## src/rtl/regfile_write_arbiter_if.sv

```systemverilog
// Writeback port bundle between the two requesters, the register file
// write port and the snooped read addresses.
interface regfile_write_arbiter_if #(
  parameter int DATA_WIDTH = 8,
  parameter int ADDR_WIDTH = 2
);
  logic                         hold;
  logic                         req0;
  logic                         req1;
  logic [ADDR_WIDTH-1:0]        reg0;
  logic [ADDR_WIDTH-1:0]        reg1;
  logic [DATA_WIDTH-1:0]        data0;
  logic [DATA_WIDTH-1:0]        data1;
  logic                         ack0;
  logic                         ack1;
  logic                         rf_write;
  logic [ADDR_WIDTH-1:0]        rf_write_reg;
  logic [DATA_WIDTH-1:0]        rf_write_data;
  logic [ADDR_WIDTH-1:0]        rd_reg1;
  logic [ADDR_WIDTH-1:0]        rd_reg2;
  logic [(2**ADDR_WIDTH)-1:0]   pending;
  logic                         stall;

  // Requester / pipeline side
  modport master (
    output hold, req0, req1, reg0, reg1, data0, data1, rd_reg1, rd_reg2,
    input  ack0, ack1, rf_write, rf_write_reg, rf_write_data, pending, stall
  );

  // Arbiter side
  modport slave (
    input  hold, req0, req1, reg0, reg1, data0, data1, rd_reg1, rd_reg2,
    output ack0, ack1, rf_write, rf_write_reg, rf_write_data, pending, stall
  );
endinterface

```

## src/rtl/regfile_write_arbiter.sv

```systemverilog
// Round-robin arbiter sharing the register-file write port between the ALU
// writeback path (requester 0) and the load/immediate path (requester 1).
// Outputs are registered; pending/stall flag reads of an uncommitted write.
module regfile_write_arbiter #(
  parameter int DATA_WIDTH = 8,
  parameter int ADDR_WIDTH = 2
) (
  input logic                    clk,
  input logic                    reset,
  regfile_write_arbiter_if.slave bus
);

  localparam int unsigned NUM_REGS = 2**ADDR_WIDTH;

  typedef enum logic {
    REQ0 = 1'b0,
    REQ1 = 1'b1
  } req_id_t;

  logic                  r_write;
  logic [ADDR_WIDTH-1:0] r_write_reg;
  logic [DATA_WIDTH-1:0] r_write_data;
  logic                  r_ack0;
  logic                  r_ack1;
  req_id_t               r_last;

  logic                  w_elig0;
  logic                  w_elig1;
  logic                  w_grant;
  req_id_t               w_grant_id;
  logic [NUM_REGS-1:0]   w_pending;
  logic                  w_stall;

  // A request already acked this cycle is masked so a held req is not granted twice
  assign w_elig0 = bus.req0 & ~r_ack0;
  assign w_elig1 = bus.req1 & ~r_ack1;

  // Grant selection: single eligible wins, tie goes to the one not granted last
  always_comb begin
    w_grant    = 1'b0;
    w_grant_id = REQ0;
    if (!bus.hold) begin
      if (w_elig0 && w_elig1) begin
        w_grant    = 1'b1;
        w_grant_id = (r_last == REQ0) ? REQ1 : REQ0;
      end else if (w_elig0) begin
        w_grant    = 1'b1;
        w_grant_id = REQ0;
      end else if (w_elig1) begin
        w_grant    = 1'b1;
        w_grant_id = REQ1;
      end
    end
  end

  // Registered write port, ack pulses and round-robin pointer
  always_ff @(posedge clk or negedge reset) begin
    if (!reset) begin
      r_write      <= 1'b0;
      r_write_reg  <= '0;
      r_write_data <= '0;
      r_ack0       <= 1'b0;
      r_ack1       <= 1'b0;
      r_last       <= REQ1;
    end else if (w_grant) begin
      r_write <= 1'b1;
      r_last  <= w_grant_id;
      if (w_grant_id == REQ0) begin
        r_write_reg  <= bus.reg0;
        r_write_data <= bus.data0;
        r_ack0       <= 1'b1;
        r_ack1       <= 1'b0;
      end else begin
        r_write_reg  <= bus.reg1;
        r_write_data <= bus.data1;
        r_ack0       <= 1'b0;
        r_ack1       <= 1'b1;
      end
    end else begin
      r_write <= 1'b0;
      r_ack0  <= 1'b0;
      r_ack1  <= 1'b0;
    end
  end

  // One-hot in-flight register, qualified by the write strobe
  always_comb begin
    w_pending = '0;
    for (int unsigned i = 0; i < NUM_REGS; i++) begin
      w_pending[i] = r_write && (r_write_reg == ADDR_WIDTH'(i));
    end
  end

  // Read hazard: either snooped read address targets the in-flight register
  always_comb begin
    w_stall = 1'b0;
    if (r_write && ((bus.rd_reg1 == r_write_reg) || (bus.rd_reg2 == r_write_reg))) begin
      w_stall = 1'b1;
    end
  end

  assign bus.rf_write      = r_write;
  assign bus.rf_write_reg  = r_write_reg;
  assign bus.rf_write_data = r_write_data;
  assign bus.ack0          = r_ack0;
  assign bus.ack1          = r_ack1;
  assign bus.pending       = w_pending;
  assign bus.stall         = w_stall;

endmodule

```

## src/flat_wrapper.sv

```systemverilog
// flat-port wrapper written by rule: the top's interface ports become plain ports
module regfile_write_arbiter_flat 
#(
  parameter int DATA_WIDTH = 8,
  parameter int ADDR_WIDTH = 2
)
  (clk, reset, bus_hold, bus_req0, bus_req1, bus_reg0, bus_reg1, bus_data0, bus_data1, bus_rd_reg1, bus_rd_reg2, bus_ack0, bus_ack1, bus_rf_write, bus_rf_write_reg, bus_rf_write_data, bus_pending, bus_stall);
  regfile_write_arbiter_if #(.DATA_WIDTH(DATA_WIDTH), .ADDR_WIDTH(ADDR_WIDTH)) bus_i ();
  input logic clk;
  input logic reset;
  input wire logic [$bits(bus_i.hold)-1:0] bus_hold;
  input wire logic [$bits(bus_i.req0)-1:0] bus_req0;
  input wire logic [$bits(bus_i.req1)-1:0] bus_req1;
  input wire logic [$bits(bus_i.reg0)-1:0] bus_reg0;
  input wire logic [$bits(bus_i.reg1)-1:0] bus_reg1;
  input wire logic [$bits(bus_i.data0)-1:0] bus_data0;
  input wire logic [$bits(bus_i.data1)-1:0] bus_data1;
  input wire logic [$bits(bus_i.rd_reg1)-1:0] bus_rd_reg1;
  input wire logic [$bits(bus_i.rd_reg2)-1:0] bus_rd_reg2;
  output wire logic [$bits(bus_i.ack0)-1:0] bus_ack0;
  output wire logic [$bits(bus_i.ack1)-1:0] bus_ack1;
  output wire logic [$bits(bus_i.rf_write)-1:0] bus_rf_write;
  output wire logic [$bits(bus_i.rf_write_reg)-1:0] bus_rf_write_reg;
  output wire logic [$bits(bus_i.rf_write_data)-1:0] bus_rf_write_data;
  output wire logic [$bits(bus_i.pending)-1:0] bus_pending;
  output wire logic [$bits(bus_i.stall)-1:0] bus_stall;
  assign bus_i.hold = bus_hold;
  assign bus_i.req0 = bus_req0;
  assign bus_i.req1 = bus_req1;
  assign bus_i.reg0 = bus_reg0;
  assign bus_i.reg1 = bus_reg1;
  assign bus_i.data0 = bus_data0;
  assign bus_i.data1 = bus_data1;
  assign bus_i.rd_reg1 = bus_rd_reg1;
  assign bus_i.rd_reg2 = bus_rd_reg2;
  assign bus_ack0 = bus_i.ack0;
  assign bus_ack1 = bus_i.ack1;
  assign bus_rf_write = bus_i.rf_write;
  assign bus_rf_write_reg = bus_i.rf_write_reg;
  assign bus_rf_write_data = bus_i.rf_write_data;
  assign bus_pending = bus_i.pending;
  assign bus_stall = bus_i.stall;
  regfile_write_arbiter #(.DATA_WIDTH(DATA_WIDTH), .ADDR_WIDTH(ADDR_WIDTH)) u_core (.clk(clk), .reset(reset), .bus(bus_i));
endmodule
```

## config.mk

```make
export PLATFORM = sky130hd
export DESIGN_NAME = regfile_write_arbiter_flat
export DESIGN_NICKNAME = d
export VERILOG_FILES = /design/src/rtl/regfile_write_arbiter_if.sv /design/src/rtl/regfile_write_arbiter.sv /design/src/flat_wrapper.sv
export SDC_FILE = /design/constraint.sdc
export NUM_CORES = 1
export LEC_CHECK = 0
export CORE_MARGIN = 2
export CORE_UTILIZATION = 41
export DETAILED_ROUTE_END_ITERATION = 10
export PLACE_DENSITY = 0.8
export SLEW_MARGIN = 30
export SYNTH_ARGS = -nofsm -noshare
export SYNTH_HDL_FRONTEND = slang
export SYNTH_SLANG_ARGS = --single-unit
```

## constraint.sdc

```tcl
create_clock -name clk -period 1.7 [get_ports clk]
set_clock_uncertainty 0.2 [all_clocks]
set_input_delay 0.34 -clock clk [delete_from_list [all_inputs] [get_ports clk]]
set_output_delay 0.34 -clock clk [all_outputs]
set_load 0.005 [all_outputs]
```

==> impl_metrics.ini, run 1 <==
[synthesis]
synth_simple_gate_area_share_pct = 19.4
main_combinational_cell_family_by_area_after_synthesis = compound AO/OA/AOI/OAI gates
post_synth_xor_xnor_area_pct = 3.46
synth_area_per_cell_um2 = 11.8
share_of_the_yosys_chip_area_belonging_to_registers_pct = 34.7
synth_edf_count = 0
synth.top_cell.area_share_pct = 32.1
synthFlopType = dfrtp_1
net_count_after_synthesis = 115
ys.warnings.count = 0
synth_adder_area_share_pct = 0
synthDominantAreaCellType = dfrtp_1
syn-cell-area_um2 = 1010
syn-instance-count = 86
netlist_top_cells_area = dfrtp_1 (32%), a2bb2oi_2 (13%), o21ai_2 (8.6%), a221oi_1 (7.8%), nor4bb_1 (5.9%)
synth.distinct_cells = 29
async_flop_share_pct = 100
ys_seq_elements = 14
post_synthesis_compound_gate_area_fraction_pct = 34.3
synth.mux.area_fraction_pct = 0

[worst_setup_path]
crit_fanout = 4
r2r-end = u_core.bus.rf_write_data[3]
setup.worst_path.end_class = output pin
worst_r2r_path_depth = 4
crit_path_launch_type = flop
arrival_ps = 1340
worst-setup-path-type = reg -> out
worstPathRequired_ps = 1160
r2r_setup_slack_ps = 50
rr_startpoint = u_core.bus.ack1

[clock_tree]
cts_hold_repair.buffers = 0
cts-root-buf = clkbuf_4
worstSkewPairLatency_ps = 270
cts_tree = built
htree_levels = 1
path_clk_slew_ps = 90
tritoncts_num_sinks = 14
max_buffers_root_to_sink = 2
cts_made_buffers = 3

[finish]
layout.cells.non_filler = 192
layout.cell_area.non_filler_um2 = 1890
final_antenna_diode_count = 0
layout-drive-gt1-share_pct = 56.2
largest_register_ffs = 8
most_frequent_standard_cell_in_the_layout_excluding_fill_and_tap_cells = buf_4
synthToLayoutAreaGrowth_pct = 86.9
nets = 192
mostFrequentLayoutCells = buf_4 (29), clkdlybuf4s50_1 (27), dfrtp_1 (12)

[placement]
place.detailed.hpwl_um = 2000
post_dp_cell_area_um2 = 1600
finalWeightedCongestion = 0.841
dpl.cell_count = 171
place.port_buffers = 46

[drt]
via_per_inst = 5.43
via_count = 1042
number_of_design_rule_violations_left_by_the_first_detailed_router_iteration = 7
drt_drc_violations_left = 0
detailed_routing_iteration_count_for_the_pre_antenna_repair_pass = 4
post_detailed_routing_wire_length_um = 3090
drtAntennaViolNets = 0
detail_route.wl_per_cell_um = 16.1

[sta]
setup_repair_after_global_routing_missed_its_margin = true
final_critical_path_setup_slack_ps = -184
timing_hold_violations_final = 0
max_freq_mhz = 531
maxSlewHeadroom_pct = 74.2
layout_worst_path_cycle_share_pct = 111
post-route-min-period_ps = 1880
timing.final.max_slew_violations = 0
worstMarginPinSlew_ps = 381
setup_viol = 5
tns_ps = -708

[grt]
grt-ovfl-total = 0
gr-usage-all-layers_pct = 20.7
grt_first_pass_wirelength_um = 4270
first_global_vias = 998
initial_antenna_violation_count = 0
pin_count_of_the_biggest_net_entering_global_routing = 12

[floorplanning]
die_x_um = 53.7
starting_density_of_the_core_pct = 42.1
die_h_um = 53.7
fp.coreArea_um2 = 2410
cell_rows = 18
ios = 47
floorplan.die_area_um2 = 2890

[pwr]
vdd_ir_drop_max_uv = 503
power_per_cell_area_nw_per_um2 = 676
leakage_nw = 0.892

[run_status]
failing_checks = setup timing
status = finished, violations left

[worst_hold_path]
hold_path.class = in -> async

[run]
drv_cap = 0
-- repair_timing --
item                                    CTS  global route
cloned                                    0             0
pin swaps                                 4             5
setup buffers                            12             5
resized for setup                        28            37
endpoints found under the setup margin   14            22
-- worst max path at each step --
stage / slack (ps) / start / end
finish: -180 / u_core.bus.rf_write_reg[0] / bus_pending[0]
global route: -260 / u_core.bus.rf_write_reg[0] / bus_stall
CTS: -190 / u_core.bus.rf_write_reg[0] / bus_stall
detailed placement: -550 / bus_rd_reg2[1] / bus_stall
global placement: -500 / bus_rd_reg2[1] / bus_stall
floorplan: 190 / u_core.bus.rf_write_reg[1] / bus_stall
-- worst max-delay path, stage by stage, from the launching register on --
cell	delay, ps
dfrtp_1	410
buf_4	150
buf_6	110
buf_6	110
nor3b_2	150
buf_2	140
-- per-stage QoR --
stage | util [%] | hold WS, ps | setup WS (ps) | total power [mW]
floorplan | - | -156 | 193 | 0.681
global placement | 66.2 | 306 | -503 | 0.932
detailed placement | 66.2 | 312 | -547 | 0.945
CTS | 71.0 | 128 | -186 | 1.21
global route | 78.6 | 135 | -264 | 1.36
finish | 78.6 | 121 | -184 | 1.28
-- logic make-up (layout without fill, tap and decap cells) --
logic type | after synthesis | in the layout
simple gates | 23 | 23
flops | 14 | 14
buf+inv | 12 | 88
compound gates | 33 | 33
xor+xnor | 4 | 4
-- area by class of cell --
type	instances	area, um2
Timing Repair Buffer	83	764
Fill cell	149	515
Tap cell	30	37.5
Clock buffer	4	26.3
Inverter	1	3.75
Sequential cell	14	353
Multi-Input combinational cell	60	709
-- Yosys cell counts (2+ instances only) --
library cell / count
buf_6: 3
xor2_1: 4
nand2b_1: 2
o21ai_2: 10
a2bb2oi_2: 9
dfrtp_1: 13
buf_4: 2
nor2_1: 2
and3b_1: 2
a221oi_1: 9
and4bb_1: 3
buf_2: 5
nor4bb_1: 6
-- where the power goes --
part	internal, mW	switching (mW)	leakage (nW)	total (mW)
sequential	0.388	0.0336	0.159	0.422
combinational	0.412	0.248	0.718	0.660
clock	0.0910	0.108	0.0150	0.199
total	0.891	0.390	0.892	1.28
-- metal layers --
metal,wire [um],global-route usage [%]
met1,1210,22.5
met2,1720,40.0
met3,146,2.22
met4,14,8.55
met5,0,0
Note: power is estimated with default switching activity, not from simulation.
==> run 2: changes to the inputs <==
--- a/config.mk
+++ b/config.mk
@@ -7,6 +7,7 @@
 export LEC_CHECK = 0
 export CORE_MARGIN = 2
 export CORE_UTILIZATION = 41
+export CTS_CLUSTER_SIZE = 8
 export DETAILED_ROUTE_END_ITERATION = 10
 export PLACE_DENSITY = 0.8
 export SLEW_MARGIN = 30
==> results of run 2 <==
Final layout, timing and power as in run 1 (identical DEF).
